[config.mk]
export PLATFORM = sky130hd
export DESIGN_NAME = hazard_ctrl
export DESIGN_NICKNAME = d
export VERILOG_FILES = /design/src/rtl/hazard_pkg.sv /design/src/rtl/sat_counter.sv /design/src/rtl/hazard_ctrl.sv
export SDC_FILE = /design/constraint.sdc
export NUM_CORES = 1
export LEC_CHECK = 0
export CELL_PAD_IN_SITES_DETAIL_PLACEMENT = 1
export CELL_PAD_IN_SITES_GLOBAL_PLACEMENT = 1
export CORE_MARGIN = 4
export CORE_UTILIZATION = 36
export DETAILED_ROUTE_END_ITERATION = 12
export PLACE_DENSITY_LB_ADDON = 0.25
export REMOVE_ABC_BUFFERS = 1
export SYNTH_ARGS = -nofsm -noshare
export SYNTH_HDL_FRONTEND = slang
export SYNTH_SLANG_ARGS = --single-unit
[constraint.sdc]
create_clock -name clk -period 3.55 [get_ports clk]
set_clock_uncertainty 0.1 [all_clocks]
set_input_delay 0.71 -clock clk [delete_from_list [all_inputs] [get_ports clk]]
set_output_delay 0.71 -clock clk [all_outputs]
set_load 0.05 [all_outputs]
[src/rtl/hazard_pkg.sv]
// Shared types and constants for the pipeline hazard controller.
// Opcode map, forward-select encodings, FSM states and the source-operand decoder.
package hazard_pkg;

  localparam int unsigned INSTR_W = 16;
  localparam int unsigned OP_W    = 4;
  localparam int unsigned FWD_W   = 2;

  localparam logic [OP_W-1:0] OP_ADD  = 4'b0000;
  localparam logic [OP_W-1:0] OP_SUB  = 4'b0001;
  localparam logic [OP_W-1:0] OP_AND  = 4'b0010;
  localparam logic [OP_W-1:0] OP_OR   = 4'b0011;
  localparam logic [OP_W-1:0] OP_ADDI = 4'b0100;
  localparam logic [OP_W-1:0] OP_LW   = 4'b1000;
  localparam logic [OP_W-1:0] OP_SW   = 4'b1001;
  localparam logic [OP_W-1:0] OP_BEQ  = 4'b1010;
  localparam logic [OP_W-1:0] OP_NOP  = 4'b1111;

  localparam logic [FWD_W-1:0] FWD_RF    = 2'b00;
  localparam logic [FWD_W-1:0] FWD_EXMEM = 2'b01;
  localparam logic [FWD_W-1:0] FWD_MEMWB = 2'b10;

  typedef enum logic {
    ST_RUN    = 1'b0,
    ST_FREEZE = 1'b1
  } state_t;

  typedef struct packed {
    logic uses_a;   // instruction reads rs
    logic uses_b;   // instruction reads a second register
    logic b_is_rd;  // second source sits in the rd field (stores, branches)
  } src_use_t;

  // Which register fields an opcode actually reads; undefined opcodes read nothing.
  function automatic src_use_t decode_srcs(input logic [OP_W-1:0] op);
    src_use_t u;
    u = '0;
    case (op)
      OP_ADD, OP_SUB, OP_AND, OP_OR: begin
        u.uses_a = 1'b1;
        u.uses_b = 1'b1;
      end
      OP_ADDI, OP_LW: u.uses_a = 1'b1;
      OP_SW, OP_BEQ: begin
        u.uses_a  = 1'b1;
        u.uses_b  = 1'b1;
        u.b_is_rd = 1'b1;
      end
      default: u = '0;
    endcase
    return u;
  endfunction

endpackage

[src/rtl/sat_counter.sv]
// Saturating event counter with synchronous clear taking priority over increment.
module sat_counter #(
  parameter int unsigned CNT_W = 16
) (
  input  logic             clk,
  input  logic             rst_n,
  input  logic             clr,
  input  logic             inc,
  output logic [CNT_W-1:0] cnt
);

  always_ff @(posedge clk or negedge rst_n) begin
    if (!rst_n) begin
      cnt <= '0;
    end else if (clr) begin
      cnt <= '0;
    end else if (inc && (cnt != {CNT_W{1'b1}})) begin
      cnt <= cnt + CNT_W'(1);
    end
  end

endmodule

[src/rtl/hazard_ctrl.sv]
// Hazard controller for the 16-bit 5-stage core: load-use stalls, branch flushes,
// memory-busy freeze, registered EX forwarding selects and saturating statistics.
module hazard_ctrl
  import hazard_pkg::*;
#(
  parameter int unsigned CNT_W  = 16,
  parameter int unsigned NREG_W = 4
) (
  input  logic               clk,
  input  logic               rst_n,
  input  logic [INSTR_W-1:0] id_instr,
  input  logic               id_valid,
  input  logic [NREG_W-1:0]  ex_rd,
  input  logic               ex_regwrite,
  input  logic               ex_memread,
  input  logic [NREG_W-1:0]  mem_rd,
  input  logic               mem_regwrite,
  input  logic               branch_taken,
  input  logic               mem_busy,
  input  logic               cnt_clr,
  output logic               pc_we,
  output logic               ifid_we,
  output logic               ifid_flush,
  output logic               idex_we,
  output logic               idex_bubble,
  output logic [FWD_W-1:0]   fwd_a_sel,
  output logic [FWD_W-1:0]   fwd_b_sel,
  output logic [CNT_W-1:0]   stall_cnt,
  output logic [CNT_W-1:0]   flush_cnt,
  output logic [CNT_W-1:0]   freeze_cnt
);

  state_t            state_q, state_d;
  logic              flush_pend_q, flush_pend_d;
  src_use_t          use_c;
  logic [NREG_W-1:0] rd_c, rs_c, rt_c;
  logic [NREG_W-1:0] src_a_c, src_b_c;
  logic              need_a_c, need_b_c;
  logic              load_use_c;
  logic              stall_c, flush_c;
  logic [FWD_W-1:0]  fwd_a_c, fwd_b_c;

  // Source operand decode; register 0 and invalid slots never take part.
  assign use_c    = decode_srcs(id_instr[15:12]);
  assign rd_c     = NREG_W'(id_instr[11:8]);
  assign rs_c     = NREG_W'(id_instr[7:4]);
  assign rt_c     = NREG_W'(id_instr[3:0]);
  assign src_a_c  = rs_c;
  assign src_b_c  = use_c.b_is_rd ? rd_c : rt_c;
  assign need_a_c = id_valid && use_c.uses_a && (src_a_c != '0);
  assign need_b_c = id_valid && use_c.uses_b && (src_b_c != '0);

  assign load_use_c = ex_memread && ex_regwrite && (ex_rd != '0) &&
                      ((need_a_c && (src_a_c == ex_rd)) ||
                       (need_b_c && (src_b_c == ex_rd)));

  // Nearest producer wins: EX/MEM result is younger than MEM/WB.
  function automatic logic [FWD_W-1:0] fwd_sel(input logic need,
                                               input logic [NREG_W-1:0] src);
    if (need && ex_regwrite && (ex_rd == src)) begin
      return FWD_EXMEM;
    end else if (need && mem_regwrite && (mem_rd == src)) begin
      return FWD_MEMWB;
    end
    return FWD_RF;
  endfunction

  assign fwd_a_c = fwd_sel(need_a_c, src_a_c);
  assign fwd_b_c = fwd_sel(need_b_c, src_b_c);

  always_ff @(posedge clk or negedge rst_n) begin
    if (!rst_n) begin
      state_q      <= ST_RUN;
      flush_pend_q <= 1'b0;
    end else begin
      state_q      <= state_d;
      flush_pend_q <= flush_pend_d;
    end
  end

  // Next state and pipeline enables; freeze beats flush beats load-use stall.
  always_comb begin
    state_d      = state_q;
    flush_pend_d = flush_pend_q;
    pc_we        = 1'b1;
    ifid_we      = 1'b1;
    ifid_flush   = 1'b0;
    idex_we      = 1'b1;
    idex_bubble  = 1'b0;
    stall_c      = 1'b0;
    flush_c      = 1'b0;

    case (state_q)
      ST_RUN: begin
        if (mem_busy) begin
          state_d      = ST_FREEZE;
          flush_pend_d = flush_pend_q || branch_taken;
        end
      end
      ST_FREEZE: begin
        if (mem_busy) begin
          flush_pend_d = flush_pend_q || branch_taken;
        end else begin
          state_d = ST_RUN;
        end
      end
      default: state_d = ST_RUN;
    endcase

    if (mem_busy) begin
      pc_we   = 1'b0;
      ifid_we = 1'b0;
      idex_we = 1'b0;
    end else if (branch_taken || flush_pend_q) begin
      flush_c      = 1'b1;
      ifid_flush   = 1'b1;
      idex_bubble  = 1'b1;
      flush_pend_d = 1'b0;
    end else if (load_use_c) begin
      stall_c     = 1'b1;
      pc_we       = 1'b0;
      ifid_we     = 1'b0;
      idex_bubble = 1'b1;
    end
  end

  // Selects follow the instruction into ID/EX; a bubble carries no forwarding.
  always_ff @(posedge clk or negedge rst_n) begin
    if (!rst_n) begin
      fwd_a_sel <= FWD_RF;
      fwd_b_sel <= FWD_RF;
    end else if (idex_we) begin
      if (idex_bubble) begin
        fwd_a_sel <= FWD_RF;
        fwd_b_sel <= FWD_RF;
      end else begin
        fwd_a_sel <= fwd_a_c;
        fwd_b_sel <= fwd_b_c;
      end
    end
  end

  sat_counter #(.CNT_W(CNT_W)) u_stall_cnt (
    .clk   (clk),
    .rst_n (rst_n),
    .clr   (cnt_clr),
    .inc   (stall_c),
    .cnt   (stall_cnt)
  );

  sat_counter #(.CNT_W(CNT_W)) u_flush_cnt (
    .clk   (clk),
    .rst_n (rst_n),
    .clr   (cnt_clr),
    .inc   (flush_c),
    .cnt   (flush_cnt)
  );

  sat_counter #(.CNT_W(CNT_W)) u_freeze_cnt (
    .clk   (clk),
    .rst_n (rst_n),
    .clr   (cnt_clr),
    .inc   (mem_busy),
    .cnt   (freeze_cnt)
  );

endmodule

==> flow_metrics.py <==
metrics = {
    "run_status": {
        "outcome": "completed",
    },
    "cells_and_area": {
        "drive_gt1_frac": 0.0880,
        "fillerInstances": 1017,
        "nets": 478,
        "area_delta_synth_final_pct": 36.7,
        "insertedDiodeCount": 0,
        "final_cell_mix": "clkdlybuf4s50_1, dfrtp_1, nor2_1",
        "utilization": 0.503,
        "mostFrequentLayoutCell": "clkdlybuf4s50_1",
        "layout.cells.non_filler": 551,
    },
    "yosys": {
        "async_flop_share": 1.00,
        "synth_seq_area_share": 0.413,
        "synth_top_cell_by_area": "dfrtp_1",
        "synth.area.top_cells": "dfrtp_1, xor2_1, nor2_1",
        "synth_edf_count": 0,
        "ys_types": 47,
        "synthFlopType": "dfrtp_1",
        "yosysWarnings": 0,
        "synth_cells": 355,
        "ys_ff_latch": 53,
        "synth.avg_cell_area_um2": 9.05,
        "synth_area_um2": 3210,
        "netlist.area_leader.share": 0.413,
    },
    "setup_path": {
        "crit_fanout": 3,
        "crit_arrival_ps": 2610,
        "cp.required_ps": 2740,
        "crit_slowest_cell": "clkdlybuf4s50_1",
        "path_cells": "clkdlybuf4s50_1 > o41a_1 > o211ai_1 > nor2_1 > a31oi_2 > nor2_1 > a21oi_2 > buf_4 > buf_12",
        "crit_top_cell": "nor2_1",
        "setup.worst_path.end_class": "primary output",
        "worst_setup_path_start_kind": "input port",
        "cpPeakStageDelay_ps": 480,
        "worstSetupPathType": "input port to primary output",
    },
    "pwr": {
        "internal_power_uw": 840,
        "comb_power_share": 0.176,
        "vdd_ir_drop_max_uv": 153,
        "clockPowerShare": 0.308,
        "p_leak_uw": 0.00171,
        "seqPwrFrac": 0.515,
        "p_per_area_nw_per_um2": 272,
        "p_total_uw": 1190,
        "p_sw_frac": 0.296,
        "p_switching_uw": 353,
    },
    "sta": {
        "setup_ws_ps": 126,
        "worstMarginPinSlew_ps": 972,
        "fmaxAchievable_ghz": 0.292,
        "period_share": 0.965,
        "setup_violations": 0,
        "drv_slew": 0,
        "maxSlewHeadroom": 0.352,
        "holdWs_ps": 407,
        "min_period_ps": 3420,
        "hold_viol_final": 0,
    },
    "floorplanning": {
        "core_um2": 8720,
        "row_count": 34,
        "start_util": 0.368,
        "die_w_um": 102,
        "dieArea_um2": 10500,
        "ios": 90,
        "die_h_um": 102,
    },
    "global_route": {
        "grt.overflow.total": 0,
        "antenna_found_initial": 0,
        "grt_max_degree": 54,
        "grt_usage": 0.183,
        "grt_pass1_wl_um": 15400,
        "grt_pass1_vias": 3137,
    },
    "min_path": {
        "hp-class": "input port to asynchronous set/reset pin",
    },
    "cts": {
        "cts_made_buffers": 5,
        "cts_max_level": 2,
        "clk-insertion-delay-late_ps": 310,
        "clock_sinks": 53,
        "cts_tree": "done",
        "clockBufferDepth": 2,
        "cts.clk_slew.worst_paths_ps": 110,
        "cts-root-buf": "clkbuf_8",
    },
    "place": {
        "dp.cells": 541,
        "post-dp-hpwl_um": 6840,
        "io_buffers": 89,
        "post-place-ws_ps": -49.0,
        "place.gp.congestion": 0.930,
    },
    "drt": {
        "firstDrtPassIters": 5,
        "postRouteAntennaNets": 0,
        "drtIter0Drc": 50,
        "drt-total-wl_um": 9480,
        "num_vias": 3063,
        "drc": 0,
        "vias_per_cell": 5.56,
        "wl_per_cell_um": 17.2,
    },
    "job": {
        "maxCapViolCount": 0,
    },
}
## worst paths after layout
kind,from,to,slack (ps),cells after the start
max,id_instr[4],pc_we,130,9
max in group asynchronous,rst_n,u_stall_cnt.cnt[14]$_DFFE_PN0P_,2450,2
min,rst_n,u_freeze_cnt.cnt[13]$_DFFE_PN0P_,410,2
max reg2reg,u_stall_cnt.cnt[0]$_DFFE_PN0P_,u_stall_cnt.cnt[14]$_DFFE_PN0P_,1200,7
min in group clk,fwd_b_sel[0]$_DFFE_PN0N_,fwd_b_sel[0]$_DFFE_PN0N_,410,2
min reg2reg,fwd_b_sel[0]$_DFFE_PN0N_,fwd_b_sel[0]$_DFFE_PN0N_,410,2
## worst max-delay path, delay by kind of cell
kind	cells	cell delay (ps)
AOI/OAI and AO/OA	4	950
buffers and inverters	3	760
and+or+nand+nor	2	190
## power groups by stage
stage | registers [µW] | clock network [µW] | logic [µW]
3_3_place_gp | 627 | 0 | 200
3_5_place_dp | 627 | 0 | 204
2_1_floorplan | 642 | 0 | 73.5
4_1_cts | 615 | 384 | 207
5_1_grt | 616 | 412 | 228
6_report | 615 | 368 | 210
## through the flow
stage / TNS [ps] / instance area [µm²]
3_3_place_gp: 0 / 4230
3_5_place_dp: -49.0 / 4230
6_report: 0 / 4390
4_1_cts: 0 / 4330
5_1_grt: -9.42 / 4390
2_1_floorplan: -2630 / 3130
## cell usage after synthesis, drive strengths merged (2+ instances only)
library cell	instances
and3	3
or4	12
nand2	23
mux2	3
o2111ai	2
nor4	3
nor2	48
o31ai	10
nand3	17
o2111a	3
buf	5
o31a	2
or3	4
and2	10
o21ai	7
nand2b	8
a21oi	18
inv	5
xor2	25
o221ai	3
nor3	6
dfrtp	53
xnor2	18
and4	5
mux2i	6
nor2b	7
ha	3
nand4	21
clkbuf	12
## kinds of logic (layout without fill, tap and decap cells)
kind of cell             Yosys count  after routing  synth area share
AND/OR/NAND/NOR                  170            170             0.280
AO/OA/AOI/OAI                     55             55             0.119
flip-flops                        53             53             0.413
XOR/XNOR                          43             43             0.117
buffers and inverters             22            110            0.0304
multiplexers                       9              9            0.0292
adder cells (fa/ha/maj)            3              3            0.0117
## routing by layer
metal | share of wire | wire, µm | global-route usage
met1 | 0.46 | 4370 | 0.248
met3 | 0.058 | 547 | 0.0382
met2 | 0.48 | 4520 | 0.306
met5 | 0 | 0 | 0
met4 | 0.0041 | 39 | 0.0272
## sequential cells by signal, indices dropped and copies added (netlist names)
| name | cells |
|---|---|
| flush_pend_q | 1 |
| fwd_a_sel | 2 |
| fwd_b_sel | 2 |
| u_freeze_cnt.cnt | 16 |
| u_stall_cnt.cnt | 16 |
| u_flush_cnt.cnt | 16 |
## cell type report
type | instances | area [µm²] | share of cell area
clock inverters | 3 | 26.3 | 0.00598
repair buffers | 97 | 973 | 0.222
inverters | 5 | 18.8 | 0.00427
multi-input cells | 280 | 1840 | 0.419
well taps | 108 | 135 | 0.0308
clock buffers | 5 | 68.8 | 0.0157
flip-flops and latches | 53 | 1330 | 0.302
## timing repair
action / CTS / global route
endpoints found under the setup margin: 1 / 3
pin swaps: 0 / 4
buffers inserted: 0 / 2
gates resized for setup: 2 / 10
hold buffers: 0 / 0
(Power assumes the default switching activity.)
